File: src/rtl/cache_port_scheduler.sv
// Round-robin arbiter sharing one cache port among N requesters.
// Ports: req_* (requester side), mem_* (cache port), rsp_* (return), busy, grant_id.
module cache_port_scheduler #(
   parameter int N         = 4,
   parameter int ADDR_BITS = 8,
   parameter int DATA_BITS = 16
) (
   input  logic                      clk,
   input  logic                      reset,
   input  logic [N-1:0]              req_valid,
   input  logic [N-1:0]              req_write,
   input  logic [N*ADDR_BITS-1:0]    req_addr,
   input  logic [N*DATA_BITS-1:0]    req_wdata,
   output logic [N-1:0]              req_ready,
   output logic [N-1:0]              rsp_valid,
   output logic [DATA_BITS-1:0]      rsp_data,
   output logic                      mem_req_valid,
   input  logic                      mem_req_ready,
   output logic                      mem_req_write,
   output logic [ADDR_BITS-1:0]      mem_req_addr,
   output logic [DATA_BITS-1:0]      mem_req_wdata,
   input  logic                      mem_rsp_valid,
   input  logic [DATA_BITS-1:0]      mem_rsp_data,
   output logic                      busy,
   output logic [$clog2(N)-1:0]      grant_id
);

   localparam int GW = $clog2(N);

   localparam logic [1:0] S_IDLE    = 2'd0;
   localparam logic [1:0] S_ISSUE   = 2'd1;
   localparam logic [1:0] S_WAIT    = 2'd2;
   localparam logic [1:0] S_RESPOND = 2'd3;

   logic [1:0]           r_state;
   logic [GW-1:0]        r_last_grant;
   logic [GW-1:0]        r_grant_id;
   logic                 r_write;
   logic [ADDR_BITS-1:0] r_addr;
   logic [DATA_BITS-1:0] r_wdata;
   logic [DATA_BITS-1:0] r_rsp_data;

   logic                 w_any;
   logic [GW-1:0]        w_sel;
   logic [N-1:0]         w_one;

   assign w_one = {{(N-1){1'b0}}, 1'b1};

   // Walk offsets from far to near so the nearest set bit after
   // last_grant is the one left standing.
   always_comb begin
      w_any = 1'b0;
      w_sel = '0;
      for (int k = N; k >= 1; k--) begin
         logic [GW-1:0] v_idx;
         v_idx = GW'((int'(r_last_grant) + k) % N);
         if (req_valid[v_idx]) begin
            w_any = 1'b1;
            w_sel = v_idx;
         end
      end
   end

   // Accept is suppressed while reset is held so nothing is granted
   // against a state that is being cleared.
   assign req_ready = (reset && r_state == S_IDLE && w_any)
                      ? (w_one << w_sel) : '0;
   assign rsp_valid = (r_state == S_RESPOND)
                      ? (w_one << r_grant_id) : '0;

   assign mem_req_valid = (r_state == S_ISSUE);
   assign mem_req_write = r_write;
   assign mem_req_addr  = r_addr;
   assign mem_req_wdata = r_wdata;
   assign rsp_data      = r_rsp_data;
   assign busy          = (r_state != S_IDLE);
   assign grant_id      = r_grant_id;

   always_ff @(posedge clk or negedge reset) begin
      if (!reset) begin
         r_state      <= S_IDLE;
         r_last_grant <= GW'(N - 1);
         r_grant_id   <= '0;
         r_write      <= 1'b0;
         r_addr       <= '0;
         r_wdata      <= '0;
         r_rsp_data   <= '0;
      end else begin
         case (r_state)
            S_IDLE: begin
               if (w_any) begin
                  r_grant_id <= w_sel;
                  r_write    <= req_write[w_sel];
                  r_addr     <= req_addr[int'(w_sel)*ADDR_BITS +: ADDR_BITS];
                  r_wdata    <= req_wdata[int'(w_sel)*DATA_BITS +: DATA_BITS];
                  r_state    <= S_ISSUE;
               end
            end
            S_ISSUE: begin
               if (mem_req_ready) r_state <= S_WAIT;
            end
            S_WAIT: begin
               if (mem_rsp_valid) begin
                  r_rsp_data <= mem_rsp_data;
                  r_state    <= S_RESPOND;
               end
            end
            S_RESPOND: begin
               r_last_grant <= r_grant_id;
               r_state      <= S_IDLE;
            end
            default: r_state <= S_IDLE;
         endcase
      end
   end

endmodule

File: config.mk
export PLATFORM = sky130hd
export DESIGN_NAME = cache_port_scheduler
export DESIGN_NICKNAME = d
export VERILOG_FILES = /design/src/rtl/cache_port_scheduler.sv
export SDC_FILE = /design/constraint.sdc
export NUM_CORES = 1
export LEC_CHECK = 0
export CAP_MARGIN = 15
export CORE_ASPECT_RATIO = 1.5
export CORE_MARGIN = 2
export CORE_UTILIZATION = 39
export CTS_CLUSTER_DIAMETER = 80
export CTS_CLUSTER_SIZE = 25
export DETAILED_ROUTE_END_ITERATION = 8
export GPL_ROUTABILITY_DRIVEN = 0
export PLACE_DENSITY = 0.82
export SYNTH_ARGS = -nofsm -noshare
export SYNTH_HDL_FRONTEND = slang
export SYNTH_SLANG_ARGS = --single-unit
export TNS_END_PERCENT = 5
File: constraint.sdc
create_clock -name clk -period 2.6 [get_ports clk]
set_input_delay 0.52 -clock clk [delete_from_list [all_inputs] [get_ports clk]]
set_output_delay 0.52 -clock clk [all_outputs]
set_load 0.02 [all_outputs]
==> results.py, run 1 <==
metrics = {
    "status": {
        "status": "complete, no violations",
    },
    "sta": {
        "skew_ps": 5.23,
        "finalWorstSetupSlack_ps": 15.3,
        "rsz0062_at_grt": "yes",
        "hold_viol": 0,
        "fmax_mhz": 387,
        "setup_violations": 0,
        "period_share_pct": 99.4,
        "worst_hold_slack_ps": 363,
        "slew_headroom_pct": 40.9,
        "totalNegativeSetupSlack_ps": 0,
        "finalWorstPathRequiredPeriod_ps": 2580,
        "maxSlewViolCount": 0,
        "tightest_slew_ps": 884,
    },
    "finish": {
        "drive_gt1_share_pct": 21.4,
        "area_growth_pct": 68.1,
        "antennaDiodeCount": 0,
        "fin_nets": 594,
        "postLayoutCoreUtil_pct": 67.7,
    },
    "die": {
        "die_w_um": 76.4,
        "io_pins": 177,
        "start_util_pct": 40.3,
        "die_y_um": 113,
        "row_count": 39,
        "core_mm2": 0.00761,
        "die-area_mm2": 0.00860,
    },
    "worst_setup_path": {
        "cp_top_family": "buffers and inverters",
        "crit_path_max_fanout": 5,
        "crit_chain": "clkdlybuf4s50_1, and3_4, a31oi_4, and2_1, nor3b_1, buf_4",
        "cp-start-kind": "input pin",
        "max_stage_delay_ps": 560,
        "path_class": "input pin to output pin",
        "cp_slowest_cell": "clkdlybuf4s50_1",
        "worst_ep_required_time_ps": 2080,
        "crit_path_end_kind": "output pin",
        "crit_arrival_ps": 2060,
        "path_buf_inv": 2,
    },
    "logic_synthesis": {
        "synthFlopType": "dfrtp_1",
        "synth_nets": 414,
        "ys_async_sr_fraction_pct": 100,
        "syn_area_mm2": 0.00307,
        "yosys_warnings": 0,
        "syn_inst": 286,
        "netlist.area_leader.share_pct": 36.7,
        "synth_area_leader_cell": "dfrtp_1",
        "syn_area_per_cell_um2": 10.7,
        "synth-seq-area-share_pct": 38.4,
        "yosys_register_bits": 47,
        "yosysMostFrequentCell": "dfrtp_1",
        "synth_common_cells": "dfrtp_1 (45), a211oi_2 (40), a211oi_1 (35)",
        "ys_types": 34,
        "synth_enable_flop_cells": 0,
        "synth.area.top_cells": "dfrtp_1 (37%), a211oi_2 (16%), a211oi_1 (8.6%), mux2i_1 (8.5%), mux2_2 (6.2%)",
    },
    "run": {
        "maxCapViolations": 0,
    },
    "clock_network": {
        "clock_latency_ps": 280,
        "cts_sinks": 47,
        "clk_transition_reported_paths_ps": 60,
        "htreeDepth": 2,
        "cts_setup_buffers": 0,
        "cts_made_buffers": 5,
        "cts_max_path_buffers": 2,
        "tritoncts": "done",
        "cts_root_buf": "clkbuf_16",
    },
    "min_path": {
        "hp-class": "input pin to async pin",
    },
    "routing": {
        "drtAntennaViolNets": 0,
        "routed_via_density": 5.17,
        "wl_mm": 9.57,
        "wire_per_inst_um": 16.8,
        "drc_errors": 0,
        "drt-initial-drc-count": 130,
        "vias": 2940,
        "firstDrtPassIters": 4,
    },
    "place": {
        "portBuffers": 176,
        "post-place-ws_ps": -427,
        "dp_hpwl_mm": 7.31,
    },
    "global_routing": {
        "grt_pass1_vias": 3115,
        "grt_overflow_total": 0,
        "grt_max_degree": 48,
        "grt_pass1_wl_mm": 15.5,
        "gr-usage-all-layers_pct": 22.3,
        "antenna_found_initial": 0,
    },
    "power_and_ir_drop": {
        "leakage_nw": 2.11,
        "peakVddDrop_uv": 556,
        "seqPwrFrac_pct": 25.3,
        "finalPower_mw": 5.36,
        "p_sw_mw": 2.16,
        "power_density_mw_per_mm2": 1040,
        "swShare_pct": 40.3,
        "clkPwrFrac_pct": 15.4,
        "p_int_mw": 3.20,
        "pwr-share-comb_pct": 59.3,
    },
}
[path summary, 6_finish.rpt]
kind,start,to,slack [ps],cells after the start
setup / recovery,req_valid[1],req_ready[1],20,6
hold / removal,reset,rsp_data[11],360,2
setup reg to reg,r_last_grant[1],mem_req_wdata[12],300,6
hold reg to reg,rsp_data[5],rsp_data[5],510,1
max in group asynchronous,reset,mem_req_addr[6],1820,2
min in group clk,rsp_data[5],rsp_data[5],510,1
[metrics by stage]
| step | instance area (um^2) | instances |
|---|---|---|
| finish | 5150 | 569 |
| global placement | 4950 | 561 |
| floorplan | 3070 | 286 |
| CTS | 5120 | 569 |
| detailed placement | 4950 | 561 |
| global route | 5150 | 569 |
[timing repair]
action                     in CTS  in global routing
pin swaps                       0                  1
hold buffers                    0                  0
hold endpoints to repair        0                  0
setup endpoints to repair       4                 13
resized for setup              17                  8
[routing by layer]
layer	up-vias	global-route usage (%)	routed length, um
li1	1397	-	-
met1	1412	25.0	3720
met2	115	42.3	5210
met3	16	3.54	442
met4	0	7.64	200
met5	-	0	0
[logic make-up after synthesis]
family / Yosys count / share of synthesized area, %
flip-flops: 47 / 38.4
AND/OR/NAND/NOR: 56 / 8.69
adder cells (fa/ha/maj): 4 / 1.63
AO/OA/AOI/OAI: 84 / 27.6
multiplexers: 43 / 14.7
buffers and inverters: 52 / 8.86
[cell usage in the layout (no fill, tap or decap), drive strengths merged, types with 7 or more instances in the layout]
cell type,n
a211oi,75
buf,20
clkbuf,7
clkdlybuf4s50,170
dfrtp,45
inv,32
mux2,17
mux2i,26
nand2,11
nor2,29
[worst reg2reg max path, delay by kind of cell (launching register included)]
kind,cells,cell delay [ps]
AOI/OAI and AO/OA,2,220
buffers and inverters,1,150
DFF,1,630
and+or+nand+nor,3,1130
[final cells by class]
class / count / area, um^2
Fill cell: 630 / 2460
Timing Repair Buffer: 193 / 1880
Multi-Input combinational cell: 187 / 1650
Sequential cell: 47 / 1180
Clock buffer: 6 / 129
Tap cell: 102 / 128
Inverter: 32 / 120
Clock inverter: 2 / 60.1
[flip-flops by register name, indices dropped and copies added, names as in the netlist]
signal and count:
grant_id 2, rsp_data 16, mem_req_wdata 16, r_state 2, mem_req_addr 8, r_last_grant 2
mem_req_write 1
[power groups by stage]
stage | logic [mW] | registers, mW | clock network (mW)
2_1_floorplan | 1.53 | 1.73 | 0
3_3_place_gp | 3.12 | 1.34 | 0
3_5_place_dp | 3.19 | 1.36 | 0
4_1_cts | 3.20 | 1.35 | 0.834
5_1_grt | 3.38 | 1.41 | 0.863
6_report | 3.18 | 1.36 | 0.824
Note: power is estimated with default switching activity, not from simulation.
==> inputs of run 2 (changes only) <==
Settings changed: CAP_MARGIN 15 to unset, SETUP_SLACK_MARGIN set to 0.4.
==> run 2 against run 1 <==
Clock power decreased by 22%; flip-flop and latch count unchanged; setup slack better by 250 ps; global-route usage up 1.6 points; cell count is the same; register-to-register slack improved by 100 ps; first-iteration DRC count increased by 6.2%; routed wire length is 7.8% higher; clock skew shrank 0.75 ps; critical endpoint is now req_ready[3].
==> results.py, run 2 (synthesis results as in run 1) <==
metrics = {
    "status": {
        "status": "complete, no violations",
    },
    "worst_setup_path": {
        "crit_arrival_ps": 1820,
        "crit_path_end_kind": "output pin",
        "path_class": "register to output pin",
        "worst_ep_required_time_ps": 2080,
        "cp-start-kind": "register",
        "r2r_end": "mem_req_wdata[2]",
        "crit_path_max_fanout": 6,
        "r2r_start": "r_state[0]",
        "regToRegSetupSlack_ps": 400,
        "reg2reg_depth": 9,
    },
    "sta": {
        "setup_violations": 0,
        "tightest_slew_ps": 639,
        "rsz0062_at_grt": "yes",
        "hold_viol": 0,
        "maxSlewViolCount": 0,
        "period_share_pct": 89.9,
        "finalWorstSetupSlack_ps": 263,
        "worst_hold_slack_ps": 401,
        "fmax_mhz": 428,
        "skew_ps": 4.48,
        "finalWorstPathRequiredPeriod_ps": 2340,
        "slew_headroom_pct": 57.4,
        "totalNegativeSetupSlack_ps": 0,
    },
    "place": {
        "place_inst": 558,
        "dp_hpwl_mm": 7.57,
        "dpl_cell_area_mm2": 0.00498,
        "post-place-ws_ps": -426,
        "portBuffers": 176,
    },
    "die": {
        "start_util_pct": 40.3,
        "die_y_um": 113,
        "core_mm2": 0.00761,
        "io_pins": 177,
        "die-area_mm2": 0.00860,
        "die_w_um": 76.4,
        "row_count": 39,
    },
    "clock_network": {
        "cts_max_path_buffers": 2,
        "ctsHoldBuffers": 0,
        "cts_root_buf": "clkbuf_16",
        "htreeDepth": 2,
        "clk_transition_reported_paths_ps": 60,
        "clock_latency_ps": 290,
        "cts_sinks": 47,
        "tritoncts": "done",
        "cts_made_buffers": 5,
    },
    "run": {
        "maxCapViolations": 0,
    },
    "routing": {
        "drc_errors": 0,
        "route.met3.wl_um": 452,
        "routed.top_layer": "met4",
        "firstDrtPassIters": 4,
        "dr_wl_met2_mm": 5.96,
        "wl_mm": 10.3,
        "drtAntennaViolNets": 0,
        "wire_per_inst_um": 18.1,
        "drt-initial-drc-count": 138,
        "vias": 2975,
        "wl_met1_mm": 3.64,
        "routed_via_density": 5.23,
    },
    "power_and_ir_drop": {
        "p_sw_mw": 2.27,
        "power_density_mw_per_mm2": 1020,
        "peakVddDrop_uv": 654,
        "clkPwrFrac_pct": 12.1,
        "finalPower_mw": 5.33,
        "pwr-share-comb_pct": 62.5,
        "p_int_mw": 3.06,
        "leakage_nw": 2.16,
        "seqPwrFrac_pct": 25.4,
        "swShare_pct": 42.6,
    },
    "finish": {
        "fin_area_mm2": 0.00520,
        "multi_input_area_mm2": 0.00174,
        "regArea_mm2": 0.00118,
        "instances_no_fill": 569,
        "area_growth_pct": 69.6,
        "final.fill_count": 615,
        "final_cell_mix": "clkdlybuf4s50_1 (165), dfrtp_1 (45), a211oi_2 (40), a211oi_1 (35), inv_1 (31)",
        "fin_nets": 594,
        "layout_commonest_cell": "clkdlybuf4s50_1",
        "drive_gt1_share_pct": 23.8,
        "postLayoutCoreUtil_pct": 68.3,
        "antennaDiodeCount": 0,
    },
    "global_routing": {
        "grt_pass1_wl_mm": 16.0,
        "grt_max_degree": 48,
        "antenna_found_initial": 0,
        "grt_overflow_total": 0,
        "gr-usage-all-layers_pct": 23.9,
        "grt_pass1_vias": 3223,
    },
    "min_path": {
        "hp-class": "input pin to async pin",
    },
}
## run 2: changes by cell type in the layout (fill, tap and decap cells not counted), sizes merged
cell,change
clkdlybuf4s50,-5
dlygate4sd2,+2
bufinv,-2
buf,+1
dlymetal6s2s,+1
clkinv,+2
nor2,+1
inv,+1
clkdlybuf4s15,-1
## run 2: worst max-delay path by stage
stage                          from            to  slack [ps]  depth (start not counted)
CTS                 r_last_grant[1]  req_ready[2]         280                          5
detailed placement     req_valid[3]  req_ready[3]        -430                          6
global route             r_state[1]  req_ready[1]         200                          7
global placement       req_valid[3]  req_ready[3]        -410                          6
finish              r_last_grant[1]  req_ready[3]         260                          5
floorplan           r_last_grant[1]  req_ready[0]         390                          7
## run 2: cell type report
class                   count  area share, %
well taps                 102           2.46
inverters                  32           2.31
clock buffers               5           2.41
repair buffers            192           36.4
multi-input cells         188           33.4
clock inverters             3          0.361
flip-flops and latches     47           22.7
## run 2: power groups by stage
| stage | clock, mW | sequential, mW | combinational [mW] |
|---|---|---|---|
| after global placement | 0 | 1.34 | 3.19 |
| after CTS | 0.667 | 1.35 | 3.34 |
| after floorplan | 0 | 1.74 | 1.60 |
| after detailed placement | 0 | 1.36 | 3.27 |
| final | 0.646 | 1.35 | 3.33 |
| after global routing | 0.695 | 1.40 | 3.53 |
## run 2: repair_timing
action | in CTS | in global routing
gates resized for setup | 37 | 7
endpoints found under the setup margin | 34 | 33
cloned | 1 | 0
pin swaps | 2 | 0
buffers inserted | 2 | 0
hold endpoints to repair | 0 | 0
## run 2: per-layer routing
layer  track usage [%]  up-vias
met5                 0        -
met4              8.97        0
met3              3.86       21
met2              48.4      104
met1              23.8     1452
li1                  -     1398
## run 2: worst max-delay path, cell delays in order (launching register included)
cell and delay (ps):
dfstp_2 600, mux2i_2 280, o22ai_4 110, a21o_4 230
nor3b_4 150, buf_4 150
